**src/rtl/raised_symbol_sampler.sv**
```systemverilog
// Symbol decimator, sign slicer, sync hunter and MSB-first byte packer fed by raised_receiver.
// Optional squelch abort is compiled in with `define RAISED_SAMPLER_SQUELCH_EN.
module raised_symbol_sampler #(
  parameter int unsigned SPS           = 8,
  parameter int unsigned SAMPLE_PHASE  = 4,
  parameter logic [7:0]  SYNC_WORD     = 8'hA5,
  parameter int unsigned FRAME_BYTES   = 4,
  parameter logic [15:0] SQUELCH_LEVEL = 16'd512
) (
  input  logic        clk,
  input  logic        reset,
  input  logic [15:0] datain,
  input  logic        readready,
  input  logic        waitwrite,
  output logic [7:0]  dataout,
  output logic        writeready,
  output logic        locked,
  output logic        frame_done,
  output logic        overrun,
  output logic        frame_abort
);

  localparam int unsigned PW = $clog2(SPS);
  localparam int unsigned BW = $clog2(FRAME_BYTES + 1);

  typedef enum logic {HUNT, LOCK} state_t;

  state_t        state;
  logic [PW-1:0] phase;
  logic [7:0]    shreg;
  logic [2:0]    bit_cnt;
  logic [BW-1:0] byte_cnt;
  logic          last_held;

  logic       dec;
  logic       xfer;
  logic       accept;
  logic       last_byte;
  logic       byte_done;
  logic       abort;
  logic [7:0] sh_next;

  assign dec       = readready && (phase == PW'(SAMPLE_PHASE));
  assign sh_next   = {shreg[6:0], ~datain[15]};
  assign xfer      = writeready && waitwrite;
  assign accept    = !writeready || xfer;
  assign last_byte = (byte_cnt == BW'(FRAME_BYTES - 1));
  assign byte_done = (state == LOCK) && dec && (bit_cnt == 3'd7) && !abort;

  // Final byte either leaves with its transfer, or, if dropped, flags on its completion cycle.
  assign frame_done = (xfer && last_held) || (byte_done && last_byte && !accept);

`ifdef RAISED_SAMPLER_SQUELCH_EN
  logic [15:0] mag;
  logic [1:0]  low_cnt;
  logic        low;

  always_comb begin
    mag = datain;
    if (datain[15]) mag = (datain == 16'h8000) ? 16'h7FFF : (~datain + 16'd1);
  end

  assign low   = (mag < SQUELCH_LEVEL);
  assign abort = (state == LOCK) && dec && low && (low_cnt == 2'd3);
`else
  logic unused_bits;
  assign unused_bits = &{1'b0, datain[14:0]};
  assign abort       = 1'b0;
  assign frame_abort = 1'b0;
`endif

  always_ff @(posedge clk or negedge reset) begin
    if (!reset) begin
      state      <= HUNT;
      phase      <= '0;
      shreg      <= '0;
      bit_cnt    <= '0;
      byte_cnt   <= '0;
      last_held  <= 1'b0;
      dataout    <= '0;
      writeready <= 1'b0;
      locked     <= 1'b0;
      overrun    <= 1'b0;
`ifdef RAISED_SAMPLER_SQUELCH_EN
      low_cnt     <= '0;
      frame_abort <= 1'b0;
`endif
    end else begin
      if (readready) phase <= (phase == PW'(SPS - 1)) ? '0 : phase + 1'b1;

      if (xfer) begin
        writeready <= 1'b0;
        last_held  <= 1'b0;
      end

      // A same-cycle transfer frees the holding register, so the new byte loads instead of dropping.
      if (byte_done) begin
        if (accept) begin
          dataout    <= sh_next;
          writeready <= 1'b1;
          last_held  <= last_byte;
        end else begin
          overrun <= 1'b1;
        end
      end

`ifdef RAISED_SAMPLER_SQUELCH_EN
      frame_abort <= 1'b0;
`endif

      case (state)
        HUNT: begin
          if (dec) begin
            shreg <= sh_next;
            if (sh_next == SYNC_WORD) begin
              state    <= LOCK;
              locked   <= 1'b1;
              bit_cnt  <= '0;
              byte_cnt <= '0;
`ifdef RAISED_SAMPLER_SQUELCH_EN
              low_cnt  <= '0;
`endif
            end
          end
        end
        LOCK: begin
          if (abort) begin
            state   <= HUNT;
            locked  <= 1'b0;
            shreg   <= '0;
            bit_cnt <= '0;
`ifdef RAISED_SAMPLER_SQUELCH_EN
            low_cnt     <= '0;
            frame_abort <= 1'b1;
`endif
          end else if (dec) begin
            shreg   <= sh_next;
            bit_cnt <= bit_cnt + 3'd1;
`ifdef RAISED_SAMPLER_SQUELCH_EN
            low_cnt <= low ? low_cnt + 2'd1 : 2'd0;
`endif
            if (bit_cnt == 3'd7) begin
              byte_cnt <= byte_cnt + 1'b1;
              if (last_byte) begin
                state  <= HUNT;
                locked <= 1'b0;
                shreg  <= '0;
              end
            end
          end
        end
        default: state <= HUNT;
      endcase
    end
  end

endmodule

```
**config.mk**
```make
export PLATFORM = sky130hd
export DESIGN_NAME = raised_symbol_sampler
export DESIGN_NICKNAME = d
export VERILOG_FILES = /design/src/rtl/raised_symbol_sampler.sv
export SDC_FILE = /design/constraint.sdc
export NUM_CORES = 1
export LEC_CHECK = 0
export BUFFER_PORTS_ARGS = -buffer_cell sky130_fd_sc_hd__buf_4
export CAP_MARGIN = 10
export CELL_PAD_IN_SITES_DETAIL_PLACEMENT = 0
export CELL_PAD_IN_SITES_GLOBAL_PLACEMENT = 2
export CORE_MARGIN = 3
export CORE_UTILIZATION = 31
export CTS_BUF_LIST = sky130_fd_sc_hd__clkbuf_8
export DETAILED_ROUTE_END_ITERATION = 10
export HOLD_SLACK_MARGIN = 0.1
export PLACE_DENSITY = 0.76
export SETUP_SLACK_MARGIN = 0.15
export SLEW_MARGIN = 20
export SYNTH_ARGS = -nofsm -noshare
export SYNTH_HDL_FRONTEND = slang
export SYNTH_SLANG_ARGS = --single-unit
```
**constraint.sdc**
```tcl
create_clock -name clk -period 1.6 [get_ports clk]
set_clock_uncertainty 0.05 [all_clocks]
set_input_delay 0 -clock clk [delete_from_list [all_inputs] [get_ports clk]]
set_output_delay 0 -clock clk [all_outputs]
set_load 0.01 [all_outputs]
```
Word-level counts from Yosys, hierarchy flattened
Cells that the tools add are included.

Bits in registers: 29. Input bits: 20. Output and inout bits: 13. Word-level logic and storage cells: 74.

Mux-type cells: 31. Equality and inequality tests: 10. Add/subtract/negate cells: 3. Bitwise logic cells: 3. Reductions and logical operators: 17.

Operator list (number): 2-to-1 mux 7 bit (4); 2-to-1 mux 3 bit (6); 2-to-1 mux 1 bit (16); one-hot mux 7 bit (2 select lines) (1); one-hot mux 3 bit (2 select lines) (2); adder 3 x 1 -> 3 bit, second input constant (3); equality test 3 bit, second input constant (3); equality test 8 bit, second input constant (1); logical AND 1 bit (7); inequality test 2 x 1 -> 1 bit, second input constant (3); AND reduction 2 bit (3); AND reduction 5 bit (1); inequality test 2 bit, second input constant (2); one-hot mux 1 bit (2 select lines) (2); AND reduction 4 bit (1); equality test 3 x 2 -> 1 bit, second input constant (1); NOT 1 bit (3); AND reduction 3 bit (1); zero test 1 bit (2); logical OR 1 bit (2).

Depth between registers and ports, before layout
Depth in word-level cells: 7. Gate-level depth with buffers: 6. Depth with buffers taken out: 5.

Worst setup path before layout
OpenSTA, ideal clock, no wires.

Path kind: reg2reg. Start point: register phase[0]. End point: register dataout[1]. Arrival: 1532 ps. Slack: -106 ps. Required time: 1425 ps. Clock period less this slack: 1706 ps. Stages on the path, launching flop included: 6. Setup time: 125 ps. Buffers on the path: 0. Cells stage by stage: dfrtp_1 inv_1 ha_1 nand3_4 nor3_4 mux2_2.

Cells in the longest elaborated chain, start to end: 5.

Ends and longest elaborated chain: start, declared (RTL line 29) `logic [PW-1:0] phase;`; start signal, assigned (RTL line 89) `if (readready) phase <= (phase == PW'(SPS - 1)) ? '0 : phase + 1'b1;`; equality test 3 bit (RTL line 43) `assign dec = readready && (phase == PW'(SAMPLE_PHASE));`; logical AND 1 bit (RTL line 43); logical AND 1 bit (2 in series) (RTL line 48) `assign byte_done = (state == LOCK) && dec && (bit_cnt == 3'd7) && !abort;`; AND reduction 2 bit (no source line); end signal, assigned (RTL line 99) `dataout <= sh_next;`; end, declared (RTL line 15) `output logic [7:0] dataout,`.

Every way passes these cells. A chain may end at the register's enable or synchronous reset.

Worst setup path after layout
Start point: register bit_cnt[1]. End point: register dataout[3].

Cells in the longest elaborated chain, start to end: 3.

Ends and longest elaborated chain: start, declared (RTL line 31) `logic [2:0] bit_cnt;`; start signal, assigned (RTL line 138) `bit_cnt <= bit_cnt + 3'd1;`; equality test 3 bit (RTL line 48); logical AND 1 bit (RTL line 48); AND reduction 2 bit (no source line).

Every way passes these cells.

==> impl_results.md <==
- Setup WS pre-CTS: -0.04391 ns
- Drt pass-1 iters: 4
- Area leader, netlist: dfrtp_1
- DP HPWL: 1.854 mm
- PwrDens: 1044 mW/mm^2
- EDFF count, synth: 0
- Clock transition at the registers of the reported paths: 0.07 ns
- Xor and xnor area share after synthesis: 0
- Synth async-reset ratio: 1.000
- Max Clk Rate: 589.4 MHz
- Worst setup startpoint: bit_cnt[1]$_DFFE_PN0P_
- Root Buffer: clkbuf_8
- Area delta synth->final: 48.16%
- Port Buf Inserts: 16
- Tot GR Track Use: 0.1299
- Drt drc: 0
- Ys Warns: 0
- Worst IR Drop VDD: 0.0007069 V
- Vias/cell: 4.904
- Crit end category: flop
- Vias in the first global route: 1036
- Clock sink total: 29
- H-tree level count: 2
- Adder-cell share of the synthesized area: 0.06458
- Crit path DAT: 1.81 ns
- Largest family of logic cells by synthesized area: simple AND/OR/NAND/NOR gates
- Hold Crit Start: waitwrite
- Part of the Yosys area used for sequential elements: 0.5351
- Status: finished with violations
- Compound-gate portion of the synthesized area: 0.1116
- Most frequent cells after synthesis: 29 x dfrtp_1, 17 x nand2_1, 8 x mux2_2, 8 x o21ai_0
- Crit Path Class: flop to flop
- Pin count of the biggest net entering global routing: 30
- RSZ-0062 raised after global routing: true
- Synth area leaders: dfrtp_1 54%, mux2_2 6.6%, ha_1 6.5%
- Max Root-Sink Buffers: 2
- Mean Syn Cell Area: 11.30 um^2
- Nets: 196
- Post-route ant nets: 0
- Placer Congestion: 0.7668
- Startpoint types: flop
- Synth Register Bits: 29
- Number of library cell types mapped by synthesis: 39
- Die area: 0.005205 mm^2
- Worst Hold Class: input port to flop
- Busiest grt layer: met2
- Top-area cell type share of the netlist area: 0.5351
- Fill cell count: 382
- Antenna diode count: 0
- Crit path max fanout: 5
- Slew Viols, Final: 0
- Worst-skew pair later-pin latency: 0.28 ns
- Proportion of synthesized area in mux cells: 0.07380
- Grt met1 use: 0.1680
- Final setup fails: 9
- Fin worst setup slack: -0.09660 ns
- Die Width: 72.15 um
- Hold Worst Slack: 0.06363 ns
- Core area: 0.004115 mm^2
- Top FF cell, synth: dfrtp_1
- Syn_nets: 147
- DRT Wirelength: 3.141 mm
- TritonCTS clock tree: built
- Final Cycle Share: 1.060
- Share of layout cells above drive strength 1: 0.4556
- Die Y: 72.15 um
- Reg2reg start: bit_cnt[1]$_DFFE_PN0P_
- Hold Buf Count CTS: 3
- Met2 usage: 0.2002
- CP required: 1.71 ns
- Failing checks: setup timing
- Final hold vios: 0
- Cell with the most instances after synthesis: dfrtp_1
- First-pass GRT wire length: 5.154 mm
- Simple-Gate Fraction of Synth Area: 0.1725
- Via count: 1074
- Pleak: 0.9681 nW
- Met3 Use GR: 0.03878
- Io pins: 33
- Starting Density: 0.3296
- CTS Buf Count: 5
- Max_cap viols: 0
- Rows: 23
- Cell area after synthesis: 0.001356 mm^2
- Mean routed wirelength per cell: 14.34 um
- Initial detailed-routing violation count: 69
- Min cycle time layout: 1.697 ns
- Grt ovf: 0
- Initial antenna violation count: 0
- Synthesized instance count: 120
## cells in the final DEF, fill, tap and decap left out, drive strengths merged, types with 2 or more instances in the layout
cell and instances:
nand3 3, ha 7, dfrtp 29, inv 8, nor3 3, mux2 8, dlygate4sd3 3, nor2 3
a21oi 6, o21ai 9, buf 44, or2 2, nand2 18, clkbuf 6
## cell type report
class                   instances  area, um^2  share of cell area
clock buffers                   6       82.58             0.04110
clock inverters                 1       3.754            0.001868
inverters                       7       26.28             0.01308
multi-input cells              79       691.9              0.3443
flip-flops and latches         29       725.7              0.3611
well taps                      50       62.56             0.03113
repair buffers                 47       416.7              0.2073
## cells by family after synthesis
group | Yosys count
compound gates | 24
fa+ha+maj | 7
buf+inv | 12
flops | 29
mux | 9
other cells | 1
simple gates | 38
## critical path, cell delays in order (launching register included)
cell and delay (ns):
dfrtp_1 0.36, ha_2 0.20, ha_4 0.15, nand2_4 0.06, nor3_4 0.19, buf_6 0.15
buf_12 0.12, mux2_4 0.29
## where the power goes
group          total, W  internal [W]  switching [W]
Combinational  0.000562      0.000304       0.000259
Sequential     0.000935      0.000840      0.0000951
Clock          0.000599      0.000334       0.000265
Total           0.00210       0.00148       0.000619
## timing repair
item	4_1_cts	5_1_grt
setup buffers	10	5
setup endpoints to repair	27	28
cloned	1	1
resized for setup	24	10
endpoints found under the hold margin	35	1
pin swaps	7	4
## through the flow
step,util,instance area [um^2],instances,TNS (ns),power [W]
final,0.4883,2009,219,-0.7161,0.002097
after global routing,0.4883,2009,219,-1.766,0.002226
after CTS,0.4704,1936,213,-0.5636,0.002059
after detailed placement,0.3925,1615,192,-0.3108,0.001331
after global placement,0.3925,1615,192,-0.07375,0.001311
after floorplan,-,1365,120,-0.4980,0.001174
## flip-flops by register name, indices dropped and copies added, names as in the netlist
name        cells
bit_cnt         3
writeready      1
phase           3
locked          1
overrun         1
last_held       1
dataout         8
byte_cnt        3
shreg           7
state           1
## layer usage
metal	vias to the layer above	wire length, um
met1	524	1398
met2	25	1536
met3	9	134
li1	516	-
met5	-	0
met4	0	71
## path summary, 6_finish.rpt
kind                       slack [ns]  cells after the start                      to
min in group asynchronous        0.12                      2     overrun$_DFFE_PN0P_
min reg2reg                      0.41                      1     overrun$_DFFE_PN0P_
min                              0.06                      3     overrun$_DFFE_PN0P_
max                              -0.1                      7  dataout[3]$_DFFE_PN0P_
max in group asynchronous        1.08                      2  dataout[4]$_DFFE_PN0P_
max reg2reg                      -0.1                      7  dataout[3]$_DFFE_PN0P_
No activity file was read; power rests on OpenSTA's default activity.
